**src/rtl/game_grid_pkg.sv**
```systemverilog
// Shared game-grid constants and the paddle controller state type.
package game_grid_pkg;

    localparam int unsigned c_GAME_WIDTH  = 40;
    localparam int unsigned c_GAME_HEIGHT = 30;
    localparam int unsigned c_GRID_W      = 6;   // width of the scan counts

    typedef enum logic [0:0] {
        READY,
        HOLD
    } paddle_state_e;

endpackage

```
**src/rtl/paddle_position_ctrl.sv**
```systemverilog
// Paddle position controller: tracks one paddle's top row from move pulses and
// produces a registered "draw paddle" flag for the scanned grid cell.
// Optional build macro PADDLE_WRAP_EN: moves past a bound wrap to the other bound
// instead of saturating.
module paddle_position_ctrl
    import game_grid_pkg::*;
#(
    parameter int unsigned c_PADDLE_COL    = 0,
    parameter int unsigned c_GAME_HEIGHT   = game_grid_pkg::c_GAME_HEIGHT,
    parameter int unsigned c_PADDLE_HEIGHT = 6,
    parameter int unsigned c_HOLDOFF       = 0
) (
    input  logic                i_Clk,
    input  logic                i_Rst,
    input  logic                i_Move_Up,
    input  logic                i_Move_Dn,
    input  logic [c_GRID_W-1:0] i_Col_Count,
    input  logic [c_GRID_W-1:0] i_Row_Count,
    output logic [c_GRID_W-1:0] o_Paddle_Y,
    output logic                o_Draw_Paddle,
    output logic                o_At_Top,
    output logic                o_At_Bottom
);

    localparam int unsigned MaxYInt = c_GAME_HEIGHT - c_PADDLE_HEIGHT;
    localparam logic [c_GRID_W-1:0] MaxY     = c_GRID_W'(MaxYInt);
    localparam logic [c_GRID_W-1:0] RstY     = c_GRID_W'(MaxYInt / 2);
    localparam logic [c_GRID_W-1:0] PadLast  = c_GRID_W'(c_PADDLE_HEIGHT - 1);
    localparam logic [c_GRID_W-1:0] PadCol   = c_GRID_W'(c_PADDLE_COL);
    localparam logic [c_GRID_W:0]   GridRows = (c_GRID_W + 1)'(c_GAME_HEIGHT);

    // Counter only needs to hold c_HOLDOFF-1.
    localparam int unsigned CntW = (c_HOLDOFF > 2) ? $clog2(c_HOLDOFF) : 1;
    localparam logic [CntW-1:0] CntLoad = CntW'((c_HOLDOFF > 0) ? c_HOLDOFF - 1 : 0);

    paddle_state_e       state_q, state_d;
    logic [CntW-1:0]     cnt_q, cnt_d;
    logic [c_GRID_W-1:0] y_q, y_d;
    logic                draw_q, draw_d;
    logic                top_q, bot_q;
    logic                move_ok, up_req, dn_req;
    logic [c_GRID_W:0]   row_ext, pad_bottom;

    // Next position and holdoff FSM; a HOLD cycle whose counter reads 0 already
    // behaves as READY, so exactly c_HOLDOFF cycles are spent in HOLD.
    always_comb begin
        state_d = state_q;
        cnt_d   = cnt_q;
        y_d     = y_q;
        up_req  = i_Move_Up & ~i_Move_Dn;
        dn_req  = i_Move_Dn & ~i_Move_Up;
        move_ok = (state_q == READY) || (cnt_q == '0);

        if (state_q == HOLD) begin
            if (cnt_q != '0) begin
                cnt_d = cnt_q - 1'b1;
            end else begin
                state_d = READY;
            end
        end

        if (move_ok && (up_req || dn_req)) begin
            if (up_req) begin
                if (y_q != '0) begin
                    y_d = y_q - 1'b1;
                end
`ifdef PADDLE_WRAP_EN
                else begin
                    y_d = MaxY;
                end
`endif
            end else begin
                if (y_q < MaxY) begin
                    y_d = y_q + 1'b1;
                end
`ifdef PADDLE_WRAP_EN
                else begin
                    y_d = '0;
                end
`endif
            end
            // Bound hits still count as accepted moves.
            if (c_HOLDOFF > 0) begin
                state_d = HOLD;
                cnt_d   = CntLoad;
            end
        end
    end

    // Draw decision uses the pre-update position; off-grid rows never draw.
    always_comb begin
        row_ext    = {1'b0, i_Row_Count};
        pad_bottom = {1'b0, y_q} + {1'b0, PadLast};
        draw_d     = (i_Col_Count == PadCol) && (row_ext < GridRows) &&
                     (i_Row_Count >= y_q) && (row_ext <= pad_bottom);
    end

    // State, position and registered flags; reset discards any coincident move.
    always_ff @(posedge i_Clk) begin
        if (i_Rst) begin
            state_q <= READY;
            cnt_q   <= '0;
            y_q     <= RstY;
            draw_q  <= 1'b0;
            top_q   <= (RstY == '0);
            bot_q   <= (RstY == MaxY);
        end else begin
            state_q <= state_d;
            cnt_q   <= cnt_d;
            y_q     <= y_d;
            draw_q  <= draw_d;
            top_q   <= (y_d == '0);
            bot_q   <= (y_d == MaxY);
        end
    end

    assign o_Paddle_Y    = y_q;
    assign o_Draw_Paddle = draw_q;
    assign o_At_Top      = top_q;
    assign o_At_Bottom   = bot_q;

endmodule

```
**config.mk**
```make
export PLATFORM = sky130hd
export DESIGN_NAME = paddle_position_ctrl
export DESIGN_NICKNAME = d
export VERILOG_FILES = /design/src/rtl/game_grid_pkg.sv /design/src/rtl/paddle_position_ctrl.sv
export SDC_FILE = /design/constraint.sdc
export NUM_CORES = 1
export LEC_CHECK = 0
export CAP_MARGIN = 20
export CORE_MARGIN = 4
export CORE_UTILIZATION = 48
export CTS_CLUSTER_DIAMETER = 30
export DETAILED_ROUTE_END_ITERATION = 10
export GPL_ROUTABILITY_DRIVEN = 0
export GPL_TIMING_DRIVEN = 1
export PLACE_DENSITY = 0.78
export SLEW_MARGIN = 10
export SYNTH_ARGS = -nofsm -noshare
export SYNTH_HDL_FRONTEND = slang
export SYNTH_SLANG_ARGS = --single-unit
```
**constraint.sdc**
```tcl
create_clock -name i_Clk -period 2.27 [get_ports i_Clk]
set_clock_uncertainty 0.1 [all_clocks]
set_input_delay 0.3405 -clock i_Clk [delete_from_list [all_inputs] [get_ports i_Clk]]
set_output_delay 0.3405 -clock i_Clk [all_outputs]
set_load 0.02 [all_outputs]
```
; After elaboration in Yosys (flattened, before gate mapping)
; Cells that the tools add are included.
[totals]
ff_bits = 11
in_bits = 16
output_inout_bits = 9
[classes]
n_addsub = 4
magnitude_cmp = 4
eq_ne = 1
muxes = 6
bitwise_logic = 6
reduce_logical = 10
[ops]
columns = operator, n
row1 = $mux 6, 4
row2 = $logic_not 6->1, 2
row3 = $lt 6x5->1 const B, 2
row4 = $add 6x3->7 const B, 1
row5 = $le 6x7->1, 1
row6 = $add 6x1->6 const B, 1
row7 = $eq 6x5->1 const B, 1
row8 = $ge 6x6->1, 1
row9 = $reduce_bool 6->1, 1
row10 = $sub 6x1->6 const B, 1
row11 = $logic_and 1x1->1, 4
row12 = $not 1->1, 4
row13 = $and 1x1->1, 2
row14 = $logic_or 1x1->1, 2
row15 = $mux 1, 2
row16 = $reduce_or 2->1, 1
row17 = $sub 1x1->1 const B, 1

; Longest topological paths before layout
; Gate-level depths: netlist of run 1.
[depth]
depth_word = 6
ltp_mapped = 9
mapped_depth_nobuf = 9

; Worst setup path after synthesis of run 1
; OpenSTA, ideal clock, no wires.
[synth_timing]
path_kind = reg-to-reg
from = register y_q[1], in the netlist o_Paddle_Y[1]
to = register draw_q, in the netlist o_Draw_Paddle
setup_time_ns = 0.086
arrival_ns = 2.001
required_ns = 2.084
slack_ns = 0.084
path_stages_with_launch = 10
path_buffers = 0
synth_period_minus_slack_ns = 2.186
path_cell_list = dfxtp_1 -> inv_1 -> ha_1 -> inv_1 -> ha_1 -> nor2b_1 -> o21a_1 -> o211ai_1 -> a21oi_1 -> a211oi_1
[synth_between]
elab_chain_cells = 3
[synth_rtl]
columns = item, line
row1 = from (decl), paddle_position_ctrl.sv:38  ; logic [c_GRID_W-1:0] y_q, y_d;
row2 = from (signal assigned), paddle_position_ctrl.sv:103  ; y_q <= RstY;
row3 = from (signal assigned), paddle_position_ctrl.sv:110  ; y_q <= y_d;
row4 = $add 6x3->7 or $ge 6x6->1 (tied branches), "paddle_position_ctrl.sv:93, paddle_position_ctrl.sv:95"
row5 = $le 6x7->1 or $logic_and 1x1->1 (tied branches), "paddle_position_ctrl.sv:95, paddle_position_ctrl.sv:94"
row6 = $logic_and 1x1->1 (*), paddle_position_ctrl.sv:95  ; (i_Row_Count >= y_q) && (row_ext <= pad_bottom);
row7 = to (signal assigned), paddle_position_ctrl.sv:111  ; draw_q <= draw_d;
row8 = to (decl), paddle_position_ctrl.sv:39  ; logic draw_q, draw_d;
; Mark *: on every way between the ends. The rest lies on a longest branch, timed or not.
; A chain may end at the register's enable or synchronous reset.

; Final worst setup path of run 1
[layout_timing]
from = input port i_Move_Dn
to = register top_q, in the netlist o_At_Top
[layout_between]
elab_chain_cells = 6
[layout_rtl]
columns = item, line
row1 = from (decl), paddle_position_ctrl.sv:16  ; input logic i_Move_Dn,
row2 = $not 1->1, paddle_position_ctrl.sv:50  ; up_req = i_Move_Up & ~i_Move_Dn;
row3 = $and 1x1->1, paddle_position_ctrl.sv:50
row4 = $logic_or 1x1->1, paddle_position_ctrl.sv:62  ; if (move_ok && (up_req || dn_req)) begin
row5 = $logic_and 1x1->1, paddle_position_ctrl.sv:62
row6 = $mux 6 (*), paddle_position_ctrl.sv:62
row7 = $logic_not 6->1 (*), paddle_position_ctrl.sv:112  ; top_q <= (y_d == '0);
row8 = to (signal assigned), paddle_position_ctrl.sv:105  ; top_q <= (RstY == '0);
row9 = to (signal assigned), paddle_position_ctrl.sv:112
row10 = to (decl), paddle_position_ctrl.sv:40  ; logic top_q, bot_q;
; Marked as above.

==> results_dict.tcl, run 1 <==
set metrics [dict create \
    slew_violations 0 \
    synth_seq_cells 9 \
    final_nets 184 \
    wire_per_inst_microns 14.6 \
    coreArea_sq_mm 0.00196 \
    io_pins 25 \
    synth_cell_types 42 \
    ys_seq_area_share_pct 18.3 \
    synth_edf_count 0 \
    htreeDepth 1 \
    ff_latch_area_sq_um 181 \
    grt_pass1_vias 922 \
    dieArea_sq_mm 0.00285 \
    antenna_found_initial 0 \
    grt_max_degree 12 \
    power.density_mw_per_mm2 435 \
    hold_start "i_Col_Count[4]" \
    nFillCells 167 \
    wl_met1_mm 1.09 \
    cts_num_sinks 9 \
    syn_area_per_cell_sq_um 8.81 \
    hold_depth 4 \
    cp_slowest_cell "clkdlybuf4s50_1" \
    final_antenna_net_count 0 \
    dpl.hpwl_mm 2.15 \
    critical_path.top_delay_family "simple AND/OR/NAND/NOR gates" \
    maxCapViolations 0 \
    drive_gt1_share_pct 19.2 \
    power.switching_w 0.000211 \
    worst-r2r-setup-slack_ns 0.13 \
    arrival_ns 2.30 \
    numCtsBuffers 3 \
    die_w_microns 53.4 \
    min_to "o_Draw_Paddle" \
    syn_to_final_growth_pct 38.5 \
    ctsLongestPathBuffers 2 \
    fin_crit_sh_pct 96.6 \
    final_cell_count_no_fill 178 \
    drc 0 \
    ys.flop_type "dfxtp_1" \
    yosysWarnings 0 \
    clock_latency_ns 0.26 \
    drt_wl_total_mm 2.61 \
    grt.total_usage_pct 20.3 \
    r2r_end "o_Draw_Paddle" \
    path_cells "clkdlybuf4s50_1, inv_1, ha_2, nand4bb_1, a21oi_1, nor4b_2, o211ai_1, and4bb_1" \
    vias 1020 \
    netlist_instances 112 \
    startpoint_type "input port" \
    die_h_microns 53.4 \
    vias_per_cell 5.73 \
    power_frac_seq_pct 29.9 \
    postCtsSetupBuffers 0 \
    synthesis.area_sq_um 987 \
    power_frac_comb_pct 49.4 \
    drt-initial-drc-count 23 \
    period_needed_ns 2.19 \
    reg2regPathDepth 9 \
    rsz0062_at_grt "no" \
    hold_class "in2reg" \
    synthArstFlopShare_pct 0 \
    routed.top_layer "met4" \
    dp.cells 174 \
    grt-ovfl-total 0 \
    cp.depth 8 \
    crit_fanout 7 \
    synth_fp_nets 144 \
    max_slew_margin_pct 74.3 \
    cts_root_buf "clkbuf_4" \
    dr_wl_met3_microns 206 \
    hold_viol_final 0 \
    initial_core_util_pct 50.3 \
    status "finished clean" \
    antenna_cells 0 \
    reg2reg_from "o_Paddle_Y[1]" \
    worstMarginPinSlew_ns 0.384 \
    first_pass_iters 4 \
    cp-end-kind "register" \
    crit_type "in2reg" \
    port_buffers 24 \
    p_clk_share_pct 20.7 \
    clk_pin_slew_ns 0.06 \
    required_ns 2.37 \
    cts_tree "built" \
    p_int_w 0.000384 \
    finalSetupViolCount 0 \
    crit_buf_inv 2 \
    rows 16 \
    ir_drop_mv 0.399 \
    leakagePower_nw 0.554 \
    multi_input_area_sq_um 728 \
    p_sw_share_pct 35.5 \
    clock.fmax_mhz 456 \
    wl_met2_mm 1.29 \
    fin_setup_tns_ns 0 \
    grt_pass1_wl_mm 4.18 \
    max_stage_delay_ns 0.45 \
]
## cell usage after synthesis (3+ instances only)
| master | n | area share [%] |
|---|---|---|
| a21oi_1 | 8 | 4.1 |
| dfxtp_1 | 9 | 18 |
| xnor2_1 | 4 | 3.5 |
| o21ai_0 | 5 | 2.5 |
| nor2b_1 | 3 | 1.9 |
| nor2_1 | 5 | 1.9 |
| o21a_1 | 3 | 2.3 |
| nand2_1 | 3 | 1.1 |
| buf_6 | 3 | 3.4 |
| a211oi_1 | 4 | 3.0 |
| nor3_1 | 4 | 2.0 |
| inv_1 | 10 | 3.8 |
| ha_1 | 16 | 20 |
## cells by family after synthesis
logic type,share of synthesized area (%)
compound gates,24.7
xor+xnor,4.44
fa+ha+maj,20.3
buf+inv,8.24
flops,18.3
mux,1.01
simple gates,23.1
## per-layer routing
metal	vias up	GRT usage (%)
met5	-	0
met4	0	3.40
met1	458	25.1
met3	4	6.76
li1	505	-
met2	53	33.9
## per-stage QoR
stage / util, % / hold WS (ns) / cell area, sq um / total power, W / setup WS, ns
after floorplan: - / 0.312 / 987 / 0.000351 / 0.0835
after global placement: 68.2 / 0.675 / 1340 / 0.000460 / -0.0993
after detailed placement: 68.2 / 0.686 / 1340 / 0.000469 / -0.201
after CTS: 69.5 / 0.649 / 1360 / 0.000598 / 0.0815
after global routing: 69.7 / 0.677 / 1370 / 0.000644 / 0.00271
final: 69.7 / 0.650 / 1370 / 0.000595 / 0.0777
## flip-flops by register name (all words and copies together), names as in the netlist
name           cells
o_Draw_Paddle      1
o_At_Top           1
o_At_Bottom        1
o_Paddle_Y         6
## tightest hold or removal path, cell delays in order
cell and delay, ns:
clkdlybuf4s50_1 0.46, nor4_1 0.04, o2111ai_1 0.06, a211oi_1 0.06
## cell type report
| class | count | area share (%) |
|---|---|---|
| Sequential cell | 9 | 13.3 |
| Clock buffer | 4 | 1.92 |
| Timing Repair Buffer | 40 | 26.3 |
| Inverter | 10 | 2.74 |
| Multi-Input combinational cell | 88 | 53.2 |
| Tap cell | 27 | 2.47 |
## power groups by stage
stage,Clock [W],Sequential [W],Combinational [W]
after floorplan,0,0.000195,0.000157
final,0.000123,0.000178,0.000294
after detailed placement,0,0.000181,0.000288
after global placement,0,0.000181,0.000279
after global routing,0.000141,0.000179,0.000323
after CTS,0.000130,0.000178,0.000291
## worst max-delay path by stage
| stage | startpoint | endpoint | slack [ns] |
|---|---|---|---|
| 4_1_cts | i_Move_Dn | o_At_Top | 0.08 |
| 3_5_place_dp | i_Move_Dn | o_At_Top | -0.20 |
| 5_1_grt | o_Paddle_Y[1] | o_Draw_Paddle | 0.003 |
| 3_3_place_gp | i_Move_Dn | o_At_Top | -0.1 |
| 2_1_floorplan | o_Paddle_Y[1] | o_Draw_Paddle | 0.08 |
| 6_report | i_Move_Dn | o_At_Top | 0.08 |
## layout by cell type, fill, tap and decap left out, types with 2 or more instances in the layout
cell | Yosys | layout
o211ai_1 | 2 | 2
a21oi_1 | 8 | 8
a31oi_1 | 2 | 2
ha_1 | 16 | 15
dfxtp_1 | 9 | 8
clkbuf_4 | 0 | 3
nor2_1 | 5 | 5
nand2b_1 | 2 | 2
clkdlybuf4s50_1 | 0 | 24
nand2_1 | 3 | 3
nor4_1 | 2 | 2
a211oi_1 | 4 | 4
nor3_1 | 4 | 4
xnor2_1 | 4 | 4
nand4_1 | 2 | 2
inv_1 | 10 | 10
o21a_1 | 3 | 3
nor2b_1 | 3 | 3
buf_4 | 0 | 16
o21ai_0 | 5 | 5
## timing repair
item	CTS	global route
gates resized for setup	0	2
setup endpoints to repair	0	3
hold buffers	0	0
endpoints found under the hold margin	0	0
No activity file was read; power rests on OpenSTA's default activity.
==> run 2, diff against run 1 <==
--- a/config.mk
+++ b/config.mk
@@ -7,12 +7,14 @@
 export LEC_CHECK = 0
 export CAP_MARGIN = 20
 export CORE_MARGIN = 4
-export CORE_UTILIZATION = 48
+export CORE_UTILIZATION = 50
+export CTS_BUF_LIST = sky130_fd_sc_hd__clkbuf_4
 export CTS_CLUSTER_DIAMETER = 30
 export DETAILED_ROUTE_END_ITERATION = 10
 export GPL_ROUTABILITY_DRIVEN = 0
 export GPL_TIMING_DRIVEN = 1
-export PLACE_DENSITY = 0.78
+export PLACE_DENSITY = 0.81
+export RECOVER_POWER = 50
 export SLEW_MARGIN = 10
 export SYNTH_ARGS = -nofsm -noshare
 export SYNTH_HDL_FRONTEND = slang
==> run 2 against run 1 <==
Net effect: clock power is 9.8% higher; non-clock buffer count decreased by 1; first-iteration DRC count down 4.3%; combinational power barely moved; global-route usage up 0.82 points; die area shrank 3.4%; worst hold slack got worse by 0.0055 ns; register-to-register slack improved by 0.08 ns; largest power group unchanged.
==> results_dict.tcl, run 2 (synthesized netlist as in run 1, its figures left out) <==
set metrics [dict create \
    status "finished clean" \
    mostFrequentLayoutCell "clkdlybuf4s50_1" \
    max_stage_delay_ns 0.45 \
    cp-end-kind "register" \
    port_buffers 24 \
    cts_num_sinks 9 \
    crit_fanout 5 \
    syn_to_final_growth_pct 37.9 \
    cp_slowest_cell "clkdlybuf4s50_1" \
    grt_max_degree 12 \
    numCtsBuffers 3 \
    drc 0 \
    period_needed_ns 2.21 \
    largest_reg_flops 6 \
    maxCapViolations 0 \
    crit_type "in2reg" \
    worstMarginPinSlew_ns 0.397 \
    slew_violations 0 \
    dieArea_sq_mm 0.00275 \
    layout_common_cells "18 x clkdlybuf4s50_1, 15 x ha_1, 15 x buf_4, 10 x inv_1" \
    clock.fmax_mhz 452 \
    drive_gt1_share_pct 19.3 \
    wire_per_inst_microns 14.8 \
    first_pass_iters 4 \
    grt-ovfl-total 0 \
    coreArea_sq_mm 0.00180 \
    clock_latency_ns 0.27 \
    grt_pass1_vias 1015 \
    whs_ns 0.645 \
    worst-r2r-setup-slack_ns 0.21 \
    htreeDepth 1 \
    power.density_mw_per_mm2 443 \
    die_h_microns 52.4 \
    drt_wl_total_mm 2.60 \
    fin_util_pct 75.6 \
    final_cell_count_no_fill 175 \
    finalWorstSetupSlack_ns 0.0563 \
    hold_class "in2reg" \
    die_w_microns 52.4 \
    antenna_found_initial 0 \
    startpoint_type "input port" \
    initial_core_util_pct 54.8 \
    clk_pin_slew_ns 0.06 \
    dp.cells 170 \
    grt.total_usage_pct 21.1 \
    power_w 0.000603 \
    cts_tree "built" \
    final_antenna_net_count 0 \
    required_ns 2.38 \
    dpl.hpwl_mm 2.16 \
    io_pins 25 \
    path_cells "clkdlybuf4s50_1, inv_1, ha_2, nand4bb_1, a21oi_1, nor4b_2, o211ai_1, and4bb_1" \
    finalSetupViolCount 0 \
    final_nets 183 \
    leakagePower_nw 0.572 \
    place_ws_ns -0.178 \
    rows 15 \
    vias 1004 \
    fin_crit_sh_pct 97.5 \
    vias_per_cell 5.74 \
    hold_viol_final 0 \
    drt-initial-drc-count 22 \
    antenna_cells 0 \
    cts_root_buf "clkbuf_4" \
    ir_drop_mv 0.376 \
    arrival_ns 2.32 \
    max_slew_margin_pct 73.5 \
    grt_pass1_wl_mm 4.28 \
    ctsLongestPathBuffers 2 \
]
run 2: cell count changes in the layout (fill, tap and decap cells not counted):
cell / change
clkdlybuf4s50_1: -6
dlygate4sd3_1: +6
buf_4: -1
clkbuf_1: -1
clkbuf_4: +1
run 2: metrics by stage:
stage          setup TNS (ns)  area, sq um
2_1_floorplan               0          987
3_3_place_gp           -0.141         1320
3_5_place_dp           -0.343         1320
4_1_cts                     0         1350
5_1_grt                -0.108         1360
6_report                    0         1360
run 2: routing by layer:
metal  part of all wire [%]  up-vias  GRT usage (%)
li1                       -      502              -
met1                     42      454           25.1
met2                     48       42           36.4
met3                    8.4        6           6.27
met4                    2.1        0           5.53
met5                      0        -              0
run 2: path summary, 6_finish.rpt:
| path | from | to | cells past startpoint |
|---|---|---|---|
| max | i_Move_Dn | o_At_Top | 8 |
| min | i_Col_Count[0] | o_Draw_Paddle | 4 |
| max reg2reg | o_Paddle_Y[0] | o_At_Top | 8 |
| min reg2reg | o_Paddle_Y[1] | o_Paddle_Y[1] | 4 |
run 2: report_power, final:
group | switching (W) | internal (W)
clock network | 0.0000550 | 0.0000796
registers | 0.0000102 | 0.000167
logic | 0.000144 | 0.000147
run 2: repair_timing:
item | in CTS | in global routing
hold buffers | 0 | 0
setup endpoints to repair | 0 | 3
endpoints found under the hold margin | 0 | 0
buffers inserted | 0 | 1
gates resized for setup | 0 | 2
run 2: area by class of cell:
type | instances | area [sq um]
Sequential cell | 9 | 181
Multi-Input combinational cell | 88 | 728
Timing Repair Buffer | 39 | 353
Inverter | 10 | 37.5
Clock buffer | 4 | 30.0
Tap cell | 25 | 31.3
Fill cell | 148 | 440
run 2: worst max-delay path: cells and delay by family:
| family | cells | cell delay (ns) |
|---|---|---|
| and+or+nand+nor | 3 | 0.82 |
| AOI/OAI and AO/OA | 2 | 0.30 |
| adders and majority gates | 1 | 0.36 |
| buffers and inverters | 2 | 0.49 |
